## src/rtl/crc_stream_engine_if.sv

```systemverilog
// Stream input / result output bundle of crc_stream_engine.
// The m_match result bit is present only when CRC_CHECK_EN is defined.
interface crc_stream_engine_if #(
  parameter int DATA_WIDTH = 32,
  parameter int CRC_WIDTH  = 32,
  parameter int CNT_WIDTH  = 32
) ();
  logic                    s_valid;
  logic                    s_ready;
  logic [DATA_WIDTH-1:0]   s_data;
  logic [DATA_WIDTH/8-1:0] s_strb;
  logic                    s_last;
  logic                    m_valid;
  logic                    m_ready;
  logic [CRC_WIDTH-1:0]    m_crc;
  logic [CNT_WIDTH-1:0]    m_bytes;
  logic                    m_err;
`ifdef CRC_CHECK_EN
  logic                    m_match;

  modport master (output s_valid, s_data, s_strb, s_last, m_ready,
                  input  s_ready, m_valid, m_crc, m_bytes, m_err, m_match);
  modport slave  (input  s_valid, s_data, s_strb, s_last, m_ready,
                  output s_ready, m_valid, m_crc, m_bytes, m_err, m_match);
`else
  modport master (output s_valid, s_data, s_strb, s_last, m_ready,
                  input  s_ready, m_valid, m_crc, m_bytes, m_err);
  modport slave  (input  s_valid, s_data, s_strb, s_last, m_ready,
                  output s_ready, m_valid, m_crc, m_bytes, m_err);
`endif
endinterface

```

## src/rtl/crc_stream_engine.sv

```systemverilog
// Streaming CRC engine: per-frame programmable poly/init/xorout/reflection, byte strobes,
// registered result with byte count and framing error. CRC_CHECK_EN adds cfg_expect/m_match.
module crc_stream_engine #(
  parameter int DATA_WIDTH = 32,
  parameter int CRC_WIDTH  = 32,
  parameter int CNT_WIDTH  = 32
) (
  input  logic                 crc_clk,
  input  logic                 crc_rst_n,
  input  logic [CRC_WIDTH-1:0] cfg_poly,
  input  logic [CRC_WIDTH-1:0] cfg_init,
  input  logic [CRC_WIDTH-1:0] cfg_xorout,
  input  logic                 cfg_refin,
  input  logic                 cfg_refout,
`ifdef CRC_CHECK_EN
  input  logic [CRC_WIDTH-1:0] cfg_expect,
`endif
  input  logic                 start,
  input  logic                 abort,
  output logic                 busy,
  crc_stream_engine_if.slave   bus
);
  localparam int LANES = DATA_WIDTH / 8;
  localparam int POP_W = $clog2(LANES + 1);
  localparam int SUM_W = CNT_WIDTH + POP_W;

  typedef enum logic [1:0] {IDLE, RUN, DONE} state_t;

  state_t               state, state_d;
  logic [CRC_WIDTH-1:0] sh_poly, sh_xorout;
  logic                 sh_refin, sh_refout;
  logic [CRC_WIDTH-1:0] crc_q, crc_next, crc_final;
  logic [CNT_WIDTH-1:0] cnt_q, cnt_next;
  logic [SUM_W-1:0]     cnt_sum;
  logic [POP_W-1:0]     pop;
  logic                 err_q, err_next;
  logic                 load, xfer, fin;
`ifdef CRC_CHECK_EN
  logic [CRC_WIDTH-1:0] sh_expect;
`endif

  // One byte through the shift register; lsb_first selects the bit order within the byte.
  function automatic logic [CRC_WIDTH-1:0] fold_byte(input logic [CRC_WIDTH-1:0] crc,
                                                     input logic [7:0] b,
                                                     input logic lsb_first,
                                                     input logic [CRC_WIDTH-1:0] poly);
    logic [CRC_WIDTH-1:0] c;
    logic                 fb;
    c = crc;
    for (int i = 7; i >= 0; i--) begin
      fb = c[CRC_WIDTH-1] ^ (lsb_first ? b[7-i] : b[i]);
      c  = {c[CRC_WIDTH-2:0], 1'b0} ^ (fb ? poly : '0);
    end
    return c;
  endfunction

  function automatic logic [CRC_WIDTH-1:0] reflect(input logic [CRC_WIDTH-1:0] v);
    logic [CRC_WIDTH-1:0] r;
    for (int i = 0; i < CRC_WIDTH; i++) r[i] = v[CRC_WIDTH-1-i];
    return r;
  endfunction

  always_comb begin
    // NOTE: every signal driven here gets a default first, so no path can infer a latch.
    state_d = state;
    load    = 1'b0;
    xfer    = 1'b0;
    fin     = 1'b0;
    if (abort) begin
      state_d = IDLE;
    end else begin
      case (state)
        IDLE: if (start) begin
          load    = 1'b1;
          state_d = RUN;
        end
        RUN: if (bus.s_valid && bus.s_ready) begin
          xfer = 1'b1;
          if (bus.s_last) begin
            fin     = 1'b1;
            state_d = DONE;
          end
        end
        DONE: if (bus.m_valid && bus.m_ready) state_d = IDLE;
        default: state_d = IDLE;
      endcase
    end
  end

  // Enabled lanes fold in ascending order, so lane 0 is the oldest byte of the beat.
  always_comb begin
    crc_next = crc_q;
    pop      = '0;
    for (int l = 0; l < LANES; l++) begin
      if (bus.s_strb[l]) begin
        crc_next = fold_byte(crc_next, bus.s_data[8*l +: 8], sh_refin, sh_poly);
        pop      = pop + POP_W'(1);
      end
    end
  end

  assign cnt_sum   = SUM_W'(cnt_q) + SUM_W'(pop);
  assign cnt_next  = (cnt_sum[SUM_W-1:CNT_WIDTH] != '0) ? '1 : cnt_sum[CNT_WIDTH-1:0];
  // A contiguous strobe 0..01..1 has no carry-chain overlap with itself plus one.
  assign err_next  = err_q | ((bus.s_strb & (bus.s_strb + LANES'(1))) != '0);
  assign crc_final = (sh_refout ? reflect(crc_next) : crc_next) ^ sh_xorout;

  always_ff @(posedge crc_clk or negedge crc_rst_n) begin
    if (!crc_rst_n) state <= IDLE;
    else            state <= state_d;
  end

  // NOTE: sequential state uses non-blocking assignments so every flop samples pre-edge values.
  always_ff @(posedge crc_clk or negedge crc_rst_n) begin
    if (!crc_rst_n) begin
      busy        <= 1'b0;
      bus.s_ready <= 1'b0;
      bus.m_valid <= 1'b0;
      bus.m_crc   <= '0;
      bus.m_bytes <= '0;
      bus.m_err   <= 1'b0;
      sh_poly     <= '0;
      sh_xorout   <= '0;
      sh_refin    <= 1'b0;
      sh_refout   <= 1'b0;
      crc_q       <= '0;
      cnt_q       <= '0;
      err_q       <= 1'b0;
`ifdef CRC_CHECK_EN
      sh_expect   <= '0;
      bus.m_match <= 1'b0;
`endif
    end else begin
      busy        <= (state_d != IDLE);
      bus.s_ready <= (state_d == RUN);
      bus.m_valid <= (state_d == DONE);
      if (load) begin
        sh_poly   <= cfg_poly;
        sh_xorout <= cfg_xorout;
        sh_refin  <= cfg_refin;
        sh_refout <= cfg_refout;
        crc_q     <= cfg_init;
        cnt_q     <= '0;
        err_q     <= 1'b0;
`ifdef CRC_CHECK_EN
        sh_expect <= cfg_expect;
`endif
      end
      if (xfer) begin
        crc_q <= crc_next;
        cnt_q <= cnt_next;
        err_q <= err_next;
      end
      if (fin) begin
        bus.m_crc   <= crc_final;
        bus.m_bytes <= cnt_next;
        bus.m_err   <= err_next;
`ifdef CRC_CHECK_EN
        bus.m_match <= (crc_final == sh_expect);
`endif
      end
    end
  end
endmodule

```

## src/flat_wrapper.sv

```systemverilog
// flat-port wrapper written by rule: the top's interface ports become plain ports
module crc_stream_engine_flat 
#(
  parameter int DATA_WIDTH = 32,
  parameter int CRC_WIDTH  = 32,
  parameter int CNT_WIDTH  = 32
)
  (crc_clk, crc_rst_n, cfg_poly, cfg_init, cfg_xorout, cfg_refin, cfg_refout, start, abort, busy, bus_s_valid, bus_s_data, bus_s_strb, bus_s_last, bus_m_ready, bus_s_ready, bus_m_valid, bus_m_crc, bus_m_bytes, bus_m_err);
  crc_stream_engine_if #(.DATA_WIDTH(DATA_WIDTH), .CRC_WIDTH(CRC_WIDTH), .CNT_WIDTH(CNT_WIDTH)) bus_i ();
  input  logic crc_clk;
  input  logic crc_rst_n;
  input  logic [CRC_WIDTH-1:0] cfg_poly;
  input  logic [CRC_WIDTH-1:0] cfg_init;
  input  logic [CRC_WIDTH-1:0] cfg_xorout;
  input  logic cfg_refin;
  input  logic cfg_refout;
  input  logic start;
  input  logic abort;
  output logic busy;
  input wire logic [$bits(bus_i.s_valid)-1:0] bus_s_valid;
  input wire logic [$bits(bus_i.s_data)-1:0] bus_s_data;
  input wire logic [$bits(bus_i.s_strb)-1:0] bus_s_strb;
  input wire logic [$bits(bus_i.s_last)-1:0] bus_s_last;
  input wire logic [$bits(bus_i.m_ready)-1:0] bus_m_ready;
  output wire logic [$bits(bus_i.s_ready)-1:0] bus_s_ready;
  output wire logic [$bits(bus_i.m_valid)-1:0] bus_m_valid;
  output wire logic [$bits(bus_i.m_crc)-1:0] bus_m_crc;
  output wire logic [$bits(bus_i.m_bytes)-1:0] bus_m_bytes;
  output wire logic [$bits(bus_i.m_err)-1:0] bus_m_err;
  assign bus_i.s_valid = bus_s_valid;
  assign bus_i.s_data = bus_s_data;
  assign bus_i.s_strb = bus_s_strb;
  assign bus_i.s_last = bus_s_last;
  assign bus_i.m_ready = bus_m_ready;
  assign bus_s_ready = bus_i.s_ready;
  assign bus_m_valid = bus_i.m_valid;
  assign bus_m_crc = bus_i.m_crc;
  assign bus_m_bytes = bus_i.m_bytes;
  assign bus_m_err = bus_i.m_err;
  crc_stream_engine #(.DATA_WIDTH(DATA_WIDTH), .CRC_WIDTH(CRC_WIDTH), .CNT_WIDTH(CNT_WIDTH)) u_core (.crc_clk(crc_clk), .crc_rst_n(crc_rst_n), .cfg_poly(cfg_poly), .cfg_init(cfg_init), .cfg_xorout(cfg_xorout), .cfg_refin(cfg_refin), .cfg_refout(cfg_refout), .start(start), .abort(abort), .busy(busy), .bus(bus_i));
endmodule
```

## config.mk

```make
export PLATFORM = sky130hd
export DESIGN_NAME = crc_stream_engine_flat
export DESIGN_NICKNAME = d
export VERILOG_FILES = /design/src/rtl/crc_stream_engine_if.sv /design/src/rtl/crc_stream_engine.sv /design/src/flat_wrapper.sv
export SDC_FILE = /design/constraint.sdc
export NUM_CORES = 2
export LEC_CHECK = 0
export CELL_PAD_IN_SITES_DETAIL_PLACEMENT = 1
export CELL_PAD_IN_SITES_GLOBAL_PLACEMENT = 1
export CORE_UTILIZATION = 46
export CTS_BUF_LIST = sky130_fd_sc_hd__clkbuf_4
export DETAILED_ROUTE_END_ITERATION = 10
export PLACE_DENSITY = 0.91
export SKIP_LAST_GASP = 1
export SYNTH_ARGS = -nofsm -noshare
export SYNTH_HDL_FRONTEND = slang
export SYNTH_SLANG_ARGS = --single-unit
export TNS_END_PERCENT = 30
```

## constraint.sdc

```tcl
create_clock -name crc_clk -period 18.4 [get_ports crc_clk]
set_input_delay 3.68 -clock crc_clk [delete_from_list [all_inputs] [get_ports crc_clk]]
set_output_delay 3.68 -clock crc_clk [all_outputs]
set_load 0.01 [all_outputs]
```

Word-level counts from Yosys, hierarchy flattened
Index checks and enable logic that the tools add are counted.
{ "word_totals": {"register_bits": 201, "in_bits": 141, "output_inout_bits": 68, "elab_cells": 193} }
{ "classes": {"addsub": 5, "n_eq_ne": 4, "mux": 96, "bitwise_logic": 67, "n_reduce_logical": 7} }
{ "op_table": {"columns": ["cell", "n"], "rows": [
  ["2-to-1 mux 32 bit", 42],
  ["bitwise XOR 32 bit", 33],
  ["2-to-1 mux 1 bit", 45],
  ["adder 32 x 3 -> 33 bit", 1],
  ["bitwise XOR 1 bit", 32],
  ["2-to-1 mux 2 bit", 5],
  ["2-to-1 mux 3 bit", 3],
  ["adder 3 x 1 -> 3 bit, second input constant", 2],
  ["case mux 2 bit (3 select lines)", 1],
  ["adder 4 x 1 -> 4 bit, second input constant", 1],
  ["bitwise AND 4 bit", 1],
  ["== test 2 x 1 -> 1 bit, second input constant", 2],
  ["== test 2 bit, second input constant", 2],
  ["nonzero test 2 bit", 2],
  ["nonzero test 4 bit", 1],
  ["nonzero test 3 bit", 1],
  ["adder 1 x 1 -> 2 bit, second input constant", 1],
  ["logical AND 1 bit", 2],
  ["logical NOT 2 bit", 1],
  ["OR 1 bit", 1]
]} }

Depth between registers and ports, before layout
{ "depth": {"depth_word": 103, "mapped_depth": 59, "depth_no_buf": 47} }

Worst setup path after synthesis
OpenSTA, ideal clock, no wires.
{ "synth_path": {"kind": "input-to-reg", "start": "in bus_s_data[0]", "end": "reg u_core.bus.m_crc[6]", "setup_ns": 0.125, "arrival_time_ns": 17.384, "required_ns": 18.275, "setup_slack_ns": 0.891, "stages": 52, "path_buffers": 5, "path_cell_list": "mux2i_1 -> xnor2_1 -> nor2_1 -> a21o_1 -> or4_1 -> buf_2 -> nand2_2 -> xnor3_1 -> a211o_1 -> a21oi_2 -> xnor3_1 -> and3_4 -> o211a_1 -> o211ai_2 -> nand3_2 -> buf_4 -> mux2i_1 -> a311oi_1 -> (+16 left out) -> or4_1 -> and3_1 -> or4_1 -> a2111o_1 -> a31oi_1 -> xor2_1 -> xnor2_1 -> xnor3_1 -> or2b_2 -> xnor2_2 -> xnor3_1 -> o221a_2 -> clkbuf_1 -> a221oi_1 -> xnor3_1 -> mux4_2 -> xnor2_1 -> mux2_2"} }
{ "synth_between": {"elab_chain_len": 103, "word_cells_on_any_way": 104, "cone_classes": "39 x mux; 65 x bitwise"} }
{ "synth_rtl": {"columns": ["item", "line_no", "source"], "rows": [
  ["start: declaration", "flat_wrapper.sv:21", "input wire logic [$bits(bus_i.s_data)-1:0] bus_s_data;"],
  ["2-to-1 mux 1 bit", "crc_stream_engine.sv:51", "fb = c[CRC_WIDTH-1] ^ (lsb_first ? b[7-i] : b[i]);"],
  ["bitwise XOR 1 bit", "crc_stream_engine.sv:51", null],
  ["2-to-1 mux 32 bit", "crc_stream_engine.sv:52", "c = {c[CRC_WIDTH-2:0], 1'b0} ^ (fb ? poly : '0);"],
  ["bitwise XOR 32 bit", "crc_stream_engine.sv:52", null],
  ["bitwise XOR 1 bit", "crc_stream_engine.sv:51", null],
  ["2-to-1 mux 32 bit", "crc_stream_engine.sv:52", null],
  ["bitwise XOR 32 bit", "crc_stream_engine.sv:52", null],
  ["bitwise XOR 1 bit", "crc_stream_engine.sv:51", null],
  ["(+87 left out)", null, null],
  ["2-to-1 mux 32 bit", "crc_stream_engine.sv:52", null],
  ["bitwise XOR 32 bit", "crc_stream_engine.sv:52", null],
  ["bitwise XOR 1 bit", "crc_stream_engine.sv:51", null],
  ["2-to-1 mux 32 bit", "crc_stream_engine.sv:52", null],
  ["bitwise XOR 32 bit", "crc_stream_engine.sv:52", null],
  ["2-to-1 mux 32 bit (*)", "crc_stream_engine.sv:95", "if (bus.s_strb[l]) begin"],
  ["2-to-1 mux 32 bit (*)", "crc_stream_engine.sv:106", "assign crc_final = (sh_refout ? reflect(crc_next) : crc_next) ^ sh_xorout;"],
  ["bitwise XOR 32 bit (*)", "crc_stream_engine.sv:106", null],
  ["end signal: assignment", "crc_stream_engine.sv:155", "bus.m_crc <= crc_final;"],
  ["end: declaration", "crc_stream_engine_if.sv:29", "output s_ready, m_valid, m_crc, m_bytes, m_err);"]
]} }
Mark *: on every way between the ends. The rest lies on a longest branch, timed or not.
A chain may end at the register's enable or synchronous reset.

Worst setup path in the final report
{ "layout_path": {"start": "in bus_s_data[6]", "end": "reg u_core.bus.m_crc[19]"} }
{ "layout_between": {"elab_chain_len": 100, "word_cells_on_any_way": 101, "cone_classes": "38 x mux; 63 x bitwise"} }
{ "layout_rtl": {"columns": ["item", "line_no"], "rows": [
  ["2-to-1 mux 1 bit", "crc_stream_engine.sv:51"],
  ["bitwise XOR 1 bit", "crc_stream_engine.sv:51"],
  ["2-to-1 mux 32 bit", "crc_stream_engine.sv:52"],
  ["bitwise XOR 32 bit", "crc_stream_engine.sv:52"],
  ["bitwise XOR 1 bit", "crc_stream_engine.sv:51"],
  ["2-to-1 mux 32 bit", "crc_stream_engine.sv:52"],
  ["bitwise XOR 32 bit", "crc_stream_engine.sv:52"],
  ["bitwise XOR 1 bit", "crc_stream_engine.sv:51"],
  ["(+84 left out)", null],
  ["2-to-1 mux 32 bit", "crc_stream_engine.sv:52"],
  ["bitwise XOR 32 bit", "crc_stream_engine.sv:52"],
  ["bitwise XOR 1 bit", "crc_stream_engine.sv:51"],
  ["2-to-1 mux 32 bit", "crc_stream_engine.sv:52"],
  ["bitwise XOR 32 bit", "crc_stream_engine.sv:52"],
  ["2-to-1 mux 32 bit (*)", "crc_stream_engine.sv:95"],
  ["2-to-1 mux 32 bit (*)", "crc_stream_engine.sv:106"],
  ["bitwise XOR 32 bit (*)", "crc_stream_engine.sv:106"]
]} }
Marked as above.

==> results.yml <==
route:
  routed_wl_mm: 151
  wl_per_cell_um: 28.3
  drc: 0
  drt_first_pass_iters: 6
  vias: 34695
  viasPerCell: 6.52
  ant_nets: 0
  drt_iter0_drc: 3593
place:
  gp_congestion: 0.998
  dp_slack_ps: -568
  hpwl_mm: 104
  io_buffers: 208
cts:
  clock-root-buffer: "clkbuf_4"
  cts_tree: "built"
  htreeDepth: 2
  path_clk_slew_ps: 70
  cts_buffer_depth: 3
  clock_sinks: 201
  clock_latency_ps: 950
  cts_buffers: 59
final_layout:
  final_common_cell: "nand2_1"
  nets: 4565
  layout_common_cells: "nand2_1, xnor2_1, buf_4"
  area_growth_pct: 20.7
  drive_gt1_share_pct: 15.6
sta:
  drv_slew: 0
  hold_viol: 0
  max_freq_mhz: 55.4
  worst_clock_skew_ps: 63.0
  fin_crit_ps: 18050
  setup_viol: 0
  relSlewSlack_pct: 27.5
  fin_ws_ps: 354
  tightestPinTransition_ps: 1090
  period_share_pct: 98.1
global_route:
  grt_usage_pct: 44.2
  grt_max_degree: 90
  grt_first_pass_wirelength_mm: 225
  grt-ovfl-total: 0
  grt_antenna_before_repair: 13
  grt_pass1_vias: 36431
floorplanning:
  ios: 209
  die_y_um: 258
  die-area_sq_mm: 0.0666
  rows: 93
  dieWidth_um: 258
  start_util_pct: 46.7
  core_sq_mm: 0.0647
worst_setup_path:
  worstPathRequired_ps: 19170
  critPathKind: "primary input to flip-flop"
  startpoint_type: "primary input"
  critPathTopFamily: "compound AO/OA/AOI/OAI gates"
  slowest_delay_ps: 580
  arrival_ps: 18810
  cp_slowest_cell: "xnor3_2"
  path_common_cell: "buf_4"
  crit_buf_inv: 14
  cp_max_fo: 11
  worstSetupEndpointType: "flip-flop"
synthesis:
  synth_area_per_cell_sq_um: 7.40
  synth_ff_type: "dfrtp_1"
  syn_area_sq_mm: 0.0302
  postSynthCellCount: 4078
  synth.top_cell.area_share_pct: 22.1
  async_reset_ff_share_pct: 100
  ys_ff_latch: 201
  postSynthNetCount: 4227
  ys.warnings.count: 0
  synth_area_leaders: "xnor2_1, dfrtp_1, nand2_1"
  synth_top_area_cell: "xnor2_1"
  synth-edff-count: 0
  yosys.cell_types.count: 115
  ys_seq_area_share_pct: 16.7
job:
  maxCapViolCount: 0
worst_hold_path:
  min_path_type: "flip-flop to flip-flop"
outcome:
  status: "completed"
-- timing repair --
item                       CTS  global route
hold buffers                 0             0
setup endpoints to repair    0            64
buffers inserted             0             9
gates resized for setup      0            57
-- worst reg2reg max path, delay by kind of cell, from the launching register on --
family	cells	cell delay (ps)
buffers and inverters	14	3390
flip-flops	1	390
multiplexers	4	1390
AO/OA/AOI/OAI	19	5040
AND/OR/NAND/NOR	13	3120
XOR/XNOR	9	2710
-- layer usage --
metal  up-vias  GRT usage [%]  wire length [um]
li1      14524              -                 -
met1     16953           47.0             51400
met2      2259           70.6             69000
met3       949           11.5             13800
met4        10           43.1             16600
met5         -           1.35               167
-- synth_stat cells, types with 13 or more instances --
| cell | number |
|---|---|
| mux2i_1 | 103 |
| xor2_1 | 77 |
| clkbuf_1 | 261 |
| inv_1 | 42 |
| o21ai_0 | 127 |
| xnor3_1 | 84 |
| o211ai_1 | 35 |
| dfrtp_1 | 201 |
| buf_2 | 23 |
| a21o_1 | 13 |
| nand3_1 | 38 |
| nand4_1 | 20 |
| buf_1 | 56 |
| nor2_1 | 323 |
| a311oi_1 | 15 |
| a31oi_1 | 78 |
| o21ai_1 | 28 |
| mux4_2 | 20 |
| or3_1 | 19 |
| xnor2_1 | 760 |
| and3_1 | 46 |
| nor4_1 | 19 |
| mux2_2 | 25 |
| a221oi_1 | 38 |
| a211oi_1 | 45 |
| nor3_1 | 67 |
| a211o_1 | 22 |
| a21oi_1 | 143 |
| and2_1 | 27 |
| nand2_1 | 1008 |
-- through the flow --
| stage | TNS [ps] | hold slack, ps | cell area, sq um | instances | util [%] |
|---|---|---|---|---|---|
| floorplan | 0 | 454 | 30200 | 4078 | - |
| CTS | 0 | 484 | 36000 | 5302 | 55.6 |
| global route | -850 | 512 | 36400 | 5318 | 56.3 |
| detailed placement | -22590 | 478 | 35300 | 5200 | 54.5 |
| finish | 0 | 483 | 36400 | 5324 | 56.3 |
| global placement | -886 | 465 | 35300 | 5200 | 54.5 |
-- logic make-up after synthesis --
kind of cell               synth area share, %
AOI/OAI and AO/OA                         16.6
and+or+nand+nor                           23.6
DFF                                       16.7
muxes                                     5.99
buffers and inverters                     5.09
adders and majority gates                0.357
xor gates and xnor gates                  31.7
-- cell type report --
cell class | count | area, sq um
clock buffers | 84 | 631
clock inverters | 18 | 91.3
flip-flops and latches | 201 | 5030
inverters | 51 | 191
well taps | 855 | 1070
fillers | 7979 | 28300
repair buffers | 621 | 5350
multi-input cells | 3482 | 24000
diodes | 12 | 30.0
-- registers in the layout (all words and copies together) (netlist names), 2 cells and up --
register / cells
u_core.crc_q: 32
u_core.cnt_q: 32
u_core.sh_xorout: 32
u_core.bus.m_crc: 32
u_core.state: 2
u_core.sh_poly: 32
u_core.bus.m_bytes: 32
-- final timing paths --
| kind | start | to | slack [ps] | cells past startpoint |
|---|---|---|---|---|
| max in group asynchronous | crc_rst_n | u_core.sh_xorout[27] | 13260 | 3 |
| min | u_core.bus.m_err | u_core.bus.m_err | 480 | 2 |
| min reg2reg | u_core.bus.m_err | u_core.bus.m_err | 480 | 2 |
| max | bus_s_data[6] | u_core.bus.m_crc[19] | 350 | 61 |
| min in group asynchronous | crc_rst_n | u_core.crc_q[25] | 2710 | 1 |
| max reg2reg | u_core.sh_poly[31] | u_core.bus.m_crc[19] | 2230 | 59 |
Power is left out: the tool's default activity adds up to more than one toggle a clock period on the data nets, which glitch-free logic cannot reach.
